**src/rtl/uart_rx_fifo.sv**
```systemverilog
// uart_rx_fifo: parametrised UART receiver with mid-bit sampling, parity/framing/break
// detection and a show-ahead receive FIFO drained through a valid/ready handshake.
module uart_rx_fifo #(
    parameter int DATA_BITS   = 8,
    parameter int FIFO_DEPTH  = 4,
    parameter int SYNC_STAGES = 2
) (
    input  logic                 clk,
    input  logic                 rst,
    input  logic                 rx,
    input  logic [15:0]          cpb,
    input  logic                 parity_en,
    input  logic                 parity_odd,
    output logic [DATA_BITS-1:0] rx_data,
    output logic                 rx_perr,
    output logic                 rx_ferr,
    output logic                 rx_brk,
    output logic                 rx_valid,
    input  logic                 rx_ready,
    output logic                 rx_busy,
    output logic                 rx_overrun,
    input  logic                 ovr_clr
);
    localparam int AW = $clog2(FIFO_DEPTH);
    localparam int IW = $clog2(DATA_BITS);
    localparam int EW = DATA_BITS + 3;

    typedef enum logic [2:0] {IDLE, START, DATA, PARITY, STOP} state_t;
    state_t state, state_n;

    logic [SYNC_STAGES-1:0] sync;
    logic                   rx_s, rx_s_d, strobe, pbit, perr, ovr;
    logic                   ferr, brk, push, pop, full, empty, wr;
    logic [15:0]            cnt, half;
    logic [IW-1:0]          idx;
    logic [DATA_BITS-1:0]   data;
    logic [EW-1:0]          mem [FIFO_DEPTH];
    logic [AW:0]            wp, rp;

    assign rx_s  = sync[SYNC_STAGES-1];
    assign half  = cpb >> 1;
    assign ferr  = !rx_s;
    // pbit is cleared while idle, so a disabled parity bit counts as 0 for break
    assign brk   = ferr && data == '0 && !pbit;
    assign push  = strobe && state == STOP;
    assign empty = wp == rp;
    assign full  = wp[AW] != rp[AW] && wp[AW-1:0] == rp[AW-1:0];
    assign pop   = rx_valid && rx_ready;
    assign wr    = push && (!full || pop);

    always_comb begin
        state_n = state;
        strobe  = state == START ? (cnt == half - 16'd1) : (state != IDLE && cnt == cpb - 16'd1);
        case (state)
            IDLE:    state_n = (rx_s_d && !rx_s) ? START : IDLE;
            START:   state_n = strobe ? (rx_s ? IDLE : DATA) : START;
            DATA:    state_n = (strobe && idx == IW'(DATA_BITS - 1)) ? (parity_en ? PARITY : STOP) : DATA;
            PARITY:  state_n = strobe ? STOP : PARITY;
            STOP:    state_n = strobe ? IDLE : STOP;
            default: state_n = IDLE;
        endcase
    end

    always_ff @(posedge clk or posedge rst)
        if (rst) state <= IDLE;
        else     state <= state_n;

    always_ff @(posedge clk or posedge rst) begin
        if (rst) begin
            sync   <= '1;
            rx_s_d <= 1'b1;
            cnt    <= '0;
            idx    <= '0;
            data   <= '0;
            pbit   <= 1'b0;
            perr   <= 1'b0;
            wp     <= '0;
            rp     <= '0;
            ovr    <= 1'b0;
        end else begin
            sync   <= {sync[SYNC_STAGES-2:0], rx};
            rx_s_d <= rx_s;
            cnt    <= (state == IDLE || strobe) ? '0 : cnt + 16'd1;
            if (state == IDLE) begin
                idx  <= '0;
                pbit <= 1'b0;
                perr <= 1'b0;
            end
            if (state == DATA && strobe) begin
                data[idx] <= rx_s;
                idx       <= idx + IW'(1);
            end
            if (state == PARITY && strobe) begin
                pbit <= rx_s;
                perr <= ^data ^ rx_s ^ parity_odd;
            end
            if (wr)  wp <= wp + (AW+1)'(1);
            if (pop) rp <= rp + (AW+1)'(1);
            if (push && full && !pop) ovr <= 1'b1;
            else if (ovr_clr)         ovr <= 1'b0;
        end
    end

    always_ff @(posedge clk)
        if (wr) mem[wp[AW-1:0]] <= {brk, ferr, perr, data};

    assign {rx_brk, rx_ferr, rx_perr, rx_data} = empty ? '0 : mem[rp[AW-1:0]];
    assign rx_valid   = !empty;
    assign rx_busy    = state != IDLE;
    assign rx_overrun = ovr;
endmodule

```
**config.mk**
```make
export PLATFORM = sky130hd
export DESIGN_NAME = uart_rx_fifo
export DESIGN_NICKNAME = d
export VERILOG_FILES = /design/src/rtl/uart_rx_fifo.sv
export SDC_FILE = /design/constraint.sdc
export NUM_CORES = 1
export LEC_CHECK = 0
export CORE_ASPECT_RATIO = 1.1
export CORE_UTILIZATION = 32
export CTS_BUF_LIST = sky130_fd_sc_hd__clkbuf_4 sky130_fd_sc_hd__clkbuf_8
export DETAILED_ROUTE_END_ITERATION = 7
export SKIP_LAST_GASP = 1
export SLEW_MARGIN = 20
export SYNTH_ARGS = -nofsm -noshare
export SYNTH_HDL_FRONTEND = slang
export SYNTH_SLANG_ARGS = --single-unit
```
**constraint.sdc**
```tcl
create_clock -name clk -period 7.8 [get_ports clk]
set_input_delay 2.34 -clock clk [delete_from_list [all_inputs] [get_ports clk]]
set_output_delay 2.34 -clock clk [all_outputs]
set_load 0.01 [all_outputs]
```
Yosys cells after proc, flatten, opt, wreduce, memory -nomap -nowiden
Memories as Yosys holds them, arrays and structs flattened.
Index checks and enable logic that the tools add are counted.
Widths: inputs -> output; s select.
- register bits: 42
- bits in writable memories: 44
- input port bits: 23
- output and inout port bits: 14
- word-level logic and storage cells: 83
- memories kept: 1
- memories (name ; depth ; width ; rd ports ; clocked after Yosys merged registers in ; write ports ; RTL line ; RTL):
    mem ; 4 ; 11 ; 1 ; 0 ; 1 ; 37 ; logic [EW-1:0] mem [FIFO_DEPTH];
- add/subtract/negate cells: 6
- order comparisons: 2
- eq/ne operators: 10
- multiplexer cells: 23
- bitwise operators: 2
- reductions and logical operators: 28
- operators by type and width (cell ; count):
    $eq 16x16->1 ; 2
    $mux 3 ; 6
    $add 16x1->16 const B ; 1
    $mux 16 ; 1
    $sub 15x1->16 const B ; 1
    $sub 16x1->16 const B ; 1
    $pmux 3 s5 ; 1
    $logic_and 1x1->1 ; 14
    $mux 11 ; 1
    $mux 1 ; 10
    $add 3x1->3 const B ; 3
    $bwmux 8 ; 1
    $logic_not 8->1 ; 1
    $reduce_xor 8->1 ; 1
    $eq 3x2->1 const B ; 2
    $eq 3x3->1 const B ; 2
    $reduce_bool 2->1 ; 3
    $logic_not 1->1 ; 5
    $lt 3x4->1 const B ; 1
    $mux 2 ; 2
    $demux 1 s3 ; 1
    $eq 3x1->1 const B ; 1
    $eq 3x3->1 ; 1
    $ge 3x1->1 const B ; 1
    other kinds (6) ; 8

Depth between registers and ports, before layout
Gate-level depths: netlist of run 1.
- word-level depth: 8
- depth in mapped cells: 12

Worst setup path before layout of run 1
Ideal clock, no wire load.
- path kind: input to register
- from: input port cpb[1]
- to: memory mem[3][0] in the netlist's numbering (enable)
- arrival: 4.926 ns
- path slack: 2.525 ns
- stages on the path: 11
- path buffers: 2
- cells stage by stage: clkbuf_1 inv_1 ha_1 or4b_1 buf_2 nor3_2 xnor2_1 nor4_2 nand4_4 nor3b_4 and2_1
- longest elaborated chain between the ends: 8
- RTL lines (element ; RTL line ; RTL):
    start: declaration ; 11 ; input logic [15:0] cpb,
    $sub 16x1->16 ; 53 ; strobe = state == START ? (cnt == half - 16'd1) : (state != IDLE && cnt == cpb - 16'd1);
    $eq 16x16->1 ; 53 ;
    $logic_and 1x1->1 ; 53 ;
    $mux 1 (*) ; 53 ;
    $logic_and 1x1->1 (*) ; 45 ; assign push = strobe && state == STOP;
    $logic_and 1x1->1 (*) ; 49 ; assign wr = push && (!full || pop);
    $mux 1 (*) ; 105 ; if (wr) mem[wp[AW-1:0]] <= {brk, ferr, perr, data};
    $mux 1 (implied by the code) (*) ; 105 ;
    end: declaration ; 37 ;
Mark *: on every way between the ends. The rest lies on a longest branch, timed or not.

Final worst setup path of run 1
- from: input port cpb[1]
- to: memory mem[1][6] in the netlist's numbering (enable)
Same word-level chain as after synthesis.

==> impl_summary.txt, run 1 <==
----------------------------------------------------
[STA]
  Share of the clock period used by the worst path after layout ... 0.739
  Maximum operating frequency ... 0.173 GHz
  Final period demand of the worst path ... 5770 ps
  Worst setup margin ... 2030 ps
  Slew of the pin with the lowest slew margin ... between 800 and 900 ps
  Number of hold violations in the final report ... 0
  Normalized max-slew margin ... 0.464
  Fin Clk Skew ... 6.81 ps
  Setup TNS ... 0 ps
  Number of endpoints failing setup at the final stage ... 0
  RSZ-0062 raised after global routing ... false
  Max Transition Viols Final ... 0

[CTS]
  Setup Buffers After CTS ... 0
  Number of buffers inserted by hold repair at cts ... 0
  CTS tree ... done
  Clock tree sinks ... 86
  Maximum level of the CTS H-tree ... 3
  Clock Path Buffers ... 2
  Total CTS buffers ... 9
  Number of cells upsized or downsized after cts ... 0
  Clock root buffer ... clkbuf_8
  Clock latency of the later-clocked register in the worst-skew pair ... 360 ps
  Clock slew at reported path FFs ... 90 ps

[Logic synthesis]
  Share of synthesized cell area in full adder, half adder and majority cells ... 0.0374
  Sequential share of the synthesized area ... 0.474
  Synthesis Warnings ... 0
  Fraction of the mapped netlist area in compound gates ... 0.0701
  Top area cells in the synthesized netlist ... edfxtp_1 (26%), dfrtp_1 (19%), xnor2_1 (8.0%)
  Count of cell types in the netlist ... 64
  EDFF count, synth ... 44
  Cell area after synthesis ... around 0.0050 mm^2
  Multiplexer fraction of the synthesized cell area ... 0.0846
  Parity-gate share of the synthesized area counting xor and xnor cells ... 0.112
  Dominant combinational cell family by area after synthesis ... simple AND/OR/NAND/NOR gates
  Dominant synthesized flop cell ... edfxtp_1
  Most frequent cells after synthesis ... xnor2_1 (46), edfxtp_1 (44), dfrtp_1 (39)
  Seq cells post-synth ... 86
  Area share of and/or/nand/nor cells after synthesis ... 0.179
  Area share of the largest cell type after synthesis ... 0.263
  Net Count, Synth ... roughly 480
  Count leader, synth ... xnor2_1
  Post-Synthesis Mean Instance Area ... 11.3 um^2
  Yosys top cell by area ... edfxtp_1
  Async set-reset flop share out of synthesis ... 0.488
  Synthesized netlist cell count ... 444

[Placed design]
  GP Congestion ... 0.939
  Worst setup timing slack at the placement stage ... 1610 ps
  Placed wire-length estimate ... 7760 um
  Total of buffers placed on input and output ports ... 36

[Worst hold path]
  Worst hold path startpoint ... sync[0]$_DFF_PP1_
  Number of cells on the worst hold path ... 0
  Endpoint with the worst hold slack ... sync[1]$_DFF_PP1_
  Classification of the worst-slack hold path ... reg -> reg

[Setup path]
  Register-to-Register Setup Slack ... approximately 4800 ps
  Type of element capturing the critical path ... flop
  Worst path max stage delay ... 570 ps
  Slowest cell on crit path ... or4b_1
  Setup Crit Path Kind ... in -> reg
  Register-to-Register Path Depth ... 7
  Arrival time at the worst endpoint ... 5760 ps
  List of cells traversed by the critical path ... clkdlybuf4s50_1 > inv_1 > ha_1 > or4b_1 > nor3_2 > xnor2_1 > nor4_2 > nand4_4 > nor3b_4 > and2_1
  Start point of the critical path ... cpb[1]
  Crit path required time ... 7800 ps
  Setup crit start kind ... input port
  FF-to-FF End ... mem[1][6]$_DFFE_PP_
  Critical path fanouts, max ... 11
  Worst flop-to-flop path startpoint ... cnt[2]$_DFF_PP0_

[Finish]
  Antenna diode instance count ... 0
  Final layout net count ... 502
  Layout cells sized above 1 ... 0.102
  Area delta synth->final ... 14.2%

[Route]
  WL final ... 10,500 um
  Met2 routed WL ... ~5300 um
  Routed via count divided by cell count ... around 5
  Vias post-DR ... 3,423
  Highest metal layer with signal wires ... met4
  Length of the first detailed-routing pass in iterations ... 4
  Detailed route wirelength on metal3 ... 393 um
  Number of routed nets with antenna violations ... 0
  Average wire length per cell after detail routing ... 15.7 um
  1st-iter DRT viols ... about 140
  Total DRC errors in the routed layout ... 0
  M1 WL ... 4500 um

[Pwr]
  Int Pwr ... 0.805 mW
  Portion of total power attributed to the clock network ... 0.285
  Sequential cell fraction of total power ... 0.481
  Logic gate share of total power ... 0.234
  Worst vdd ir ... about 90 uV
  Static power due to leakage ... about 2.0 nW
  Power per standard cell area ... approximately 200 mW/mm^2
  Proportion of total power due to net switching ... 0.309
  Net Sw Power ... 0.360 mW

[Global route]
  Largest net degree at the start of global routing ... 43
  Number of global-route vias before repair ... 3,403
  Aggregate global-route resource usage ... 0.138
  Remaining global-route overflow ... 0
  First-pass GRT wire length ... 17,500 um
  Number of antenna violations at the first check in global routing ... 0

[Floorplanning]
  Number of I/O pins ... 37
  Die footprint ... roughly 0.016 mm^2
  Die outline width ... 121 um
  Number of standard-cell rows in the floorplan ... 47
  Core area ... 0.0152 mm^2
  Starting Density ... 0.331
  Chip Height ... 133 um

[Outcome]
  Outcome ... finished, final reports clean

[Job]
  Max-cap viol count ... 0

----------------------------------------------------
## through the flow
step / power [mW] / hold WS [ps] / util / cells / area [um^2]
finish: 1.17 / 361 / 0.378 / 665 / 5730
global route: 1.23 / 370 / 0.378 / 665 / 5730
CTS: 1.18 / 362 / 0.378 / 665 / 5730
detailed placement: 0.846 / 348 / 0.363 / 649 / 5510
global placement: 0.842 / 348 / 0.363 / 649 / 5510
floorplan: 0.745 / 345 / - / 444 / 5010
## power by group through the flow
stage | Combinational, mW | Sequential [mW] | Clock, mW
after floorplan | 0.220 | 0.525 | 0
after global placement | 0.269 | 0.573 | 0
after detailed placement | 0.274 | 0.573 | 0
after CTS | 0.275 | 0.563 | 0.344
after global routing | 0.300 | 0.570 | 0.359
final | 0.273 | 0.560 | 0.332
## sequential cells by signal, indices dropped and copies added (netlist names)
register    cells
idx             3
pbit            1
rx_s_d          1
data            8
state           3
rp              3
cnt            16
mem            44
perr            1
wp              3
sync            2
rx_overrun      1
## critical path, delay by kind of cell
family                   cells  cell delay [ps]
AND/OR/NAND/NOR              6             2300
adder cells (fa/ha/maj)      1              230
XOR/XNOR                     1              110
buffers and inverters        2              780
## how the worst max path moves through the flow
| stage | endpoint | slack [ps] | depth (start not counted) |
|---|---|---|---|
| floorplan | mem[3][0]$_DFFE_PP_ | 2520 | 11 |
| global placement | mem[1][3]$_DFFE_PP_ | 1740 | 10 |
| detailed placement | mem[1][3]$_DFFE_PP_ | 1610 | 10 |
| CTS | mem[1][10]$_DFFE_PP_ | 1990 | 10 |
| global route | mem[1][10]$_DFFE_PP_ | 1760 | 10 |
| finish | mem[1][6]$_DFFE_PP_ | 2030 | 10 |
## area by class of cell
| cell class | count | area [um^2] |
|---|---|---|
| clock buffer | 9 | 124 |
| clock inverter | 7 | 91.3 |
| tap | 196 | 245 |
| inverter | 26 | 97.6 |
| fill | 1490 | 9440 |
| timing repair buffer | 38 | 375 |
| multi-input combinational | 303 | 2420 |
| sequential | 86 | 2380 |
## placed cells by master (no fill, tap or decap), drive strengths merged, types with 4 or more instances in the layout
cell type and instances:
xnor2 46, edfxtp 44, dfrtp 39, clkdlybuf4s50 36, nor2 32, inv 28
nor3 19, xor2 18, and2 17, nand3 17, ha 15, nand2 11
mux4 11, nand4 11, nor4 11, mux2i 10, and3 9, clkbuf 9
o21ai 7, a41oi 6, or3 6, or4 5, a21oi 5, mux2 5
o31ai 4
## per-layer routing
layer / vias up / track usage
met5: - / 0
met4: 0 / 0.0466
met3: 23 / 0.0313
met2: 95 / 0.230
met1: 1659 / 0.175
li1: 1646 / -
## cell families (layout without fill, tap and decap cells)
logic type      Yosys count  after routing
flops                    86             86
xor+xnor                 64             64
mux                      26             26
simple gates            153            153
buf+inv                  55             80
fa+ha+maj                15             15
compound gates           45             45
No activity file was read; power rests on OpenSTA's default activity.
==> run 2: changes to the inputs <==
==> constraint.sdc (replaced) <==
create_clock -name clk -period 4.6 [get_ports clk]
set_input_delay 1.38 -clock clk [delete_from_list [all_inputs] [get_ports clk]]
set_output_delay 1.38 -clock clk [all_outputs]
set_load 0.01 [all_outputs]
==> run 2 against run 1 <==
Final area up 4.4%. Clock power up 87%. Die area unchanged. Setup slack worse by 1500 ps. Core utilization up 1.6 points. Cell count up 3.6%. Clock skew up 6.5 ps. Via count up 3.3%. Combinational power up 83%. Non-clock buffer count up 24. Largest cell class unchanged.
==> impl_summary.txt, run 2 (same netlist as run 1, synthesis figures left out) <==
----------------------------------------------------
[CTS]
  Clock root buffer ... clkbuf_8
  Total CTS buffers ... 9
  CTS tree ... done
  Clock Path Buffers ... 2
  Maximum level of the CTS H-tree ... 3
  Number of buffers inserted by hold repair at cts ... 0
  Setup Buffers After CTS ... 0
  Number of cells upsized or downsized after cts ... 0
  Clock tree sinks ... 86
  Clock latency of the later-clocked register in the worst-skew pair ... ~370 ps
  Clock slew at reported path FFs ... around 100 ps

[Route]
  Vias post-DR ... 3,535
  1st-iter DRT viols ... 163
  Average wire length per cell after detail routing ... roughly 16 um
  Routed via count divided by cell count ... 5.13
  WL final ... 10,800 um
  Length of the first detailed-routing pass in iterations ... 4
  Number of routed nets with antenna violations ... 0
  Total DRC errors in the routed layout ... 0

[STA]
  Max Transition Viols Final ... 0
  Final period demand of the worst path ... 4110 ps
  Slew of the pin with the lowest slew margin ... approximately 780 ps
  Final worst hold slack ... about 360 ps
  Share of the clock period used by the worst path after layout ... 0.894
  Normalized max-slew margin ... 0.481
  Setup TNS ... 0 ps
  RSZ-0062 raised after global routing ... false
  Number of endpoints failing setup at the final stage ... 0
  Number of hold violations in the final report ... 0
  Fin Clk Skew ... 13.3 ps
  Maximum operating frequency ... 0.243 GHz

[Setup path]
  List of cells traversed by the critical path ... clkdlybuf4s50_1 > inv_1 > buf_4 > ha_1 > a21boi_0 > nand4_1 > xnor2_1 > nor3_1 > nand4_4 > nor3b_4 > and2_1 > buf_12
  Slowest cell on crit path ... a21boi_0
  Type of element capturing the critical path ... flop
  Setup crit start kind ... input port
  Worst path max stage delay ... 470 ps
  Critical path fanouts, max ... 11
  Setup Crit Path Kind ... in -> reg
  Crit path required time ... 4680 ps
  Arrival time at the worst endpoint ... 4190 ps

[Global route]
  Number of antenna violations at the first check in global routing ... 0
  Aggregate global-route resource usage ... 0.143
  Number of global-route vias before repair ... between 3k and 4k
  Largest net degree at the start of global routing ... 43
  Remaining global-route overflow ... 0
  First-pass GRT wire length ... roughly 18,000 um

[Pwr]
  Final total power ... 2.07 mW
  Worst vdd ir ... 130 uV
  Static power due to leakage ... 2.16 nW
  Power per standard cell area ... 346 mW/mm^2

[Placed design]
  GP Congestion ... approximately 0.84
  Placed wire-length estimate ... 8250 um
  Total of buffers placed on input and output ports ... 36
  Number of placed instances, taps included ... 673

[Finish]
  Finished Layout Cells ... 689
  Area delta synth->final ... 19.2%
  Leading cell type in the layout, fill and taps excluded ... xnor2_1
  Most frequent cells in the layout ... xnor2_1 (46), edfxtp_1 (44), dfrtp_1 (39)
  Max reg flops ... 44
  Final layout net count ... 526
  Core Util, Final ... 0.394
  Antenna diode instance count ... 0
  Layout cells sized above 1 ... 0.146

[Outcome]
  Outcome ... finished, final reports clean

[Floorplanning]
  Number of I/O pins ... 37
  Chip Height ... roughly 130 um
  Die outline width ... 121 um
  Number of standard-cell rows in the floorplan ... 47
  Core area ... about 0.015 mm^2
  Starting Density ... 0.331
  Die footprint ... 0.0162 mm^2

[Job]
  Max-cap viol count ... 0

[Worst hold path]
  Classification of the worst-slack hold path ... reg -> reg

----------------------------------------------------
## run 2: stage by stage
| stage | setup slack, ps | cell area (um^2) |
|---|---|---|
| detailed placement | 110 | 5740 |
| finish | 489 | 5980 |
| global route | 206 | 5980 |
| floorplan | 285 | 5010 |
| global placement | 168 | 5740 |
| CTS | 494 | 5980 |
## run 2: layer usage
| layer | up-vias | wire length (um) | track usage |
|---|---|---|---|
| li1 | 1702 | - | - |
| met1 | 1752 | 4730 | 0.169 |
| met2 | 60 | 5550 | 0.255 |
| met3 | 21 | 239 | 0.0227 |
| met4 | 0 | 253 | 0.0562 |
| met5 | - | 0 | 0 |
## run 2: final cells by class
cell class | instances | area [um^2]
clock buffers | 9 | 124
clock inverters | 7 | 111
repair buffers | 62 | 606
well taps | 196 | 245
inverters | 26 | 97.6
flip-flops and latches | 86 | 2380
fillers | 1472 | 9190
multi-input cells | 303 | 2420
## run 2: critical path: cells and delay by family
kind,cells,cell delay (ps)
AO/OA/AOI/OAI,1,470
XOR/XNOR,1,190
buffers and inverters,4,800
AND/OR/NAND/NOR,5,1130
adder cells (fa/ha/maj),1,200
## run 2: worst paths after layout
check	from	endpoint	slack [ps]	depth (start not counted)
setup / recovery	cpb[1]	mem[3][10]$_DFFE_PP_	490	12
hold / removal	sync[0]$_DFF_PP1_	sync[1]$_DFF_PP1_	360	0
setup reg to reg	cnt[2]$_DFF_PP0_	mem[3][10]$_DFFE_PP_	2000	8
hold reg to reg	sync[0]$_DFF_PP1_	sync[1]$_DFF_PP1_	360	0
max in group asynchronous	rst	rx_s_d$_DFF_PP1_	2780	3
min in group asynchronous	rst	cnt[15]$_DFF_PP0_	1440	3
## run 2: where the power goes
| part | total, mW | internal [mW] | switching (mW) | leakage, nW |
|---|---|---|---|---|
| registers | 0.950 | 0.841 | 0.109 | 0.814 |
| logic | 0.500 | 0.289 | 0.211 | 1.22 |
| clock network | 0.622 | 0.320 | 0.302 | 0.120 |
| total | 2.07 | 1.45 | 0.621 | 2.16 |
==> run 3: changes to the inputs <==
--- a/config.mk
+++ b/config.mk
@@ -6,9 +6,10 @@
 export NUM_CORES = 1
 export LEC_CHECK = 0
 export CORE_ASPECT_RATIO = 1.1
-export CORE_UTILIZATION = 32
+export CORE_UTILIZATION = 55
 export CTS_BUF_LIST = sky130_fd_sc_hd__clkbuf_4 sky130_fd_sc_hd__clkbuf_8
 export DETAILED_ROUTE_END_ITERATION = 7
+export PLACE_DENSITY = 0.79
 export SKIP_LAST_GASP = 1
 export SLEW_MARGIN = 20
 export SYNTH_ARGS = -nofsm -noshare
==> run 3 against run 2 <==
Non-clock buffer count down 3. Count of clock-buffer cells in the layout is the same. Hold slack worse by 3.6 ps. Final area shrank 2.6%. Largest power group unchanged.
==> impl_summary.txt, run 3 (same netlist as run 1, synthesis figures left out) <==
----------------------------------------------------
[Route]
  Routed via count divided by cell count ... 5.79
  Total DRC errors in the routed layout ... 0
  Average wire length per cell after detail routing ... 16.8 um
  Length of the first detailed-routing pass in iterations ... 4
  Number of routed nets with antenna violations ... 0
  1st-iter DRT viols ... 184
  WL final ... 10,100 um
  Vias post-DR ... 3,499

[Floorplanning]
  Starting Density ... 0.565
  Number of standard-cell rows in the floorplan ... 36
  Core area ... 0.00887 mm^2
  Die footprint ... 0.00950 mm^2
  Die outline width ... a little over 90 um
  Number of I/O pins ... 37
  Chip Height ... 102 um

[Finish]
  Area delta synth->final ... 16.1%
  Layout cells sized above 1 ... 0.143
  Leading cell type in the layout, fill and taps excluded ... xnor2_1
  Most frequent cells in the layout ... xnor2_1 (46), edfxtp_1 (44), dfrtp_1 (39)
  Final layout net count ... 523
  Max reg flops ... 44
  Finished Layout Cells ... 604
  Antenna diode instance count ... 0

[CTS]
  CTS tree ... done
  Number of cells upsized or downsized after cts ... 0
  Clock latency of the later-clocked register in the worst-skew pair ... 360 ps
  Number of buffers inserted by hold repair at cts ... 0
  Setup Buffers After CTS ... 0
  Clock root buffer ... clkbuf_8
  Maximum level of the CTS H-tree ... 3
  Clock Path Buffers ... 2
  Total CTS buffers ... 9
  Clock slew at reported path FFs ... 80 ps
  Clock tree sinks ... 86

[STA]
  Share of the clock period used by the worst path after layout ... 0.901
  Number of endpoints failing setup at the final stage ... 0
  Number of hold violations in the final report ... 0
  Fin Clk Skew ... 10.5 ps
  Maximum operating frequency ... 0.241 GHz
  RSZ-0062 raised after global routing ... false
  Normalized max-slew margin ... 0.455
  Final period demand of the worst path ... 4140 ps
  Max Transition Viols Final ... 0
  Setup TNS ... 0 ps
  Slew of the pin with the lowest slew margin ... 817 ps

[Placed design]
  Total of buffers placed on input and output ports ... 36
  GP Congestion ... about 0.91
  Placed wire-length estimate ... around 8000 um
  Number of placed instances, taps included ... 588

[Setup path]
  Slowest cell on crit path ... clkdlybuf4s50_1
  Type of element capturing the critical path ... flop
  Worst path max stage delay ... 470 ps
  Crit path required time ... 4670 ps
  Arrival time at the worst endpoint ... ~4200 ps
  Critical path fanouts, max ... 11
  List of cells traversed by the critical path ... clkdlybuf4s50_1 > inv_1 > buf_4 > ha_1 > o21ba_2 > a221oi_1 > a41oi_1 > nor3_1 > nand4_4 > nor3b_4 > and2_1 > buf_12
  Setup Crit Path Kind ... in -> reg
  Setup crit start kind ... input port

[Worst hold path]
  Classification of the worst-slack hold path ... reg -> reg

[Global route]
  Number of antenna violations at the first check in global routing ... 0
  Aggregate global-route resource usage ... 0.234
  First-pass GRT wire length ... 17,100 um
  Remaining global-route overflow ... 0
  Largest net degree at the start of global routing ... 29
  Number of global-route vias before repair ... 3,532

[Pwr]
  Power per standard cell area ... approximately 340 mW/mm^2
  Worst vdd ir ... between 200 and 250 uV
  Static power due to leakage ... 2.13 nW
  Final total power ... 1.98 mW

[Job]
  Max-cap viol count ... 0

[Outcome]
  Outcome ... finished, final reports clean

----------------------------------------------------
[run 3: cell types whose count changed in the layout (fill, tap and decap cells not counted), sizes merged]
| cell | previous run | this run |
|---|---|---|
| buf | 26 | 23 |
| bufinv | 2 | 1 |
| clkinvlp | 0 | 1 |
[run 3: layer usage]
| metal | track usage | up-vias | share of wire |
|---|---|---|---|
| met2 | 0.443 | 71 | 0.54 |
| met5 | 0 | - | 0 |
| met3 | 0.0365 | 21 | 0.025 |
| met1 | 0.264 | 1715 | 0.41 |
| li1 | - | 1692 | - |
| met4 | 0.0911 | 0 | 0.029 |
[run 3: cell type report]
type / count / area [um^2]
well taps: 114 / 143
flip-flops and latches: 86 / 2380
inverters: 26 / 97.6
clock inverters: 7 / 80.1
fillers: 712 / 3050
repair buffers: 59 / 583
multi-input cells: 303 / 2420
clock buffers: 9 / 124
[run 3: stage by stage]
step | util | hold WS, ps | cell area, um^2 | worst slack (ps)
final | 0.656 | 359 | 5820 | 457
after global routing | 0.656 | 368 | 5820 | 252
after CTS | 0.656 | 360 | 5820 | 460
after detailed placement | 0.633 | 347 | 5620 | 77.6
after global placement | 0.633 | 346 | 5620 | 193
after floorplan | - | 345 | 5010 | 285
[run 3: final timing paths]
check | startpoint | to | slack, ps | cells past startpoint
setup / recovery | cpb[1] | mem[3][1]$_DFFE_PP_ | 460 | 12
hold / removal | sync[0]$_DFF_PP1_ | sync[1]$_DFF_PP1_ | 360 | 0
setup reg to reg | cnt[2]$_DFF_PP0_ | mem[3][1]$_DFFE_PP_ | 1930 | 8
hold reg to reg | sync[0]$_DFF_PP1_ | sync[1]$_DFF_PP1_ | 360 | 0
max in group asynchronous | rst | cnt[0]$_DFF_PP0_ | 2640 | 3
min in group asynchronous | rst | rp[1]$_DFFE_PP0P_ | 1410 | 2
[run 3: worst max-delay path: cells and delay by family]
family	cells	cell delay, ps
simple gates	4	1070
buf+inv	4	850
fa+ha+maj	1	250
compound gates	3	630
[run 3: power breakdown]
part	leakage, nW	switching, mW	internal (mW)	total (mW)
Sequential	0.814	0.109	0.841	0.950
Combinational	1.21	0.206	0.281	0.487
Clock	0.102	0.281	0.258	0.539
Total	2.13	0.597	1.38	1.98
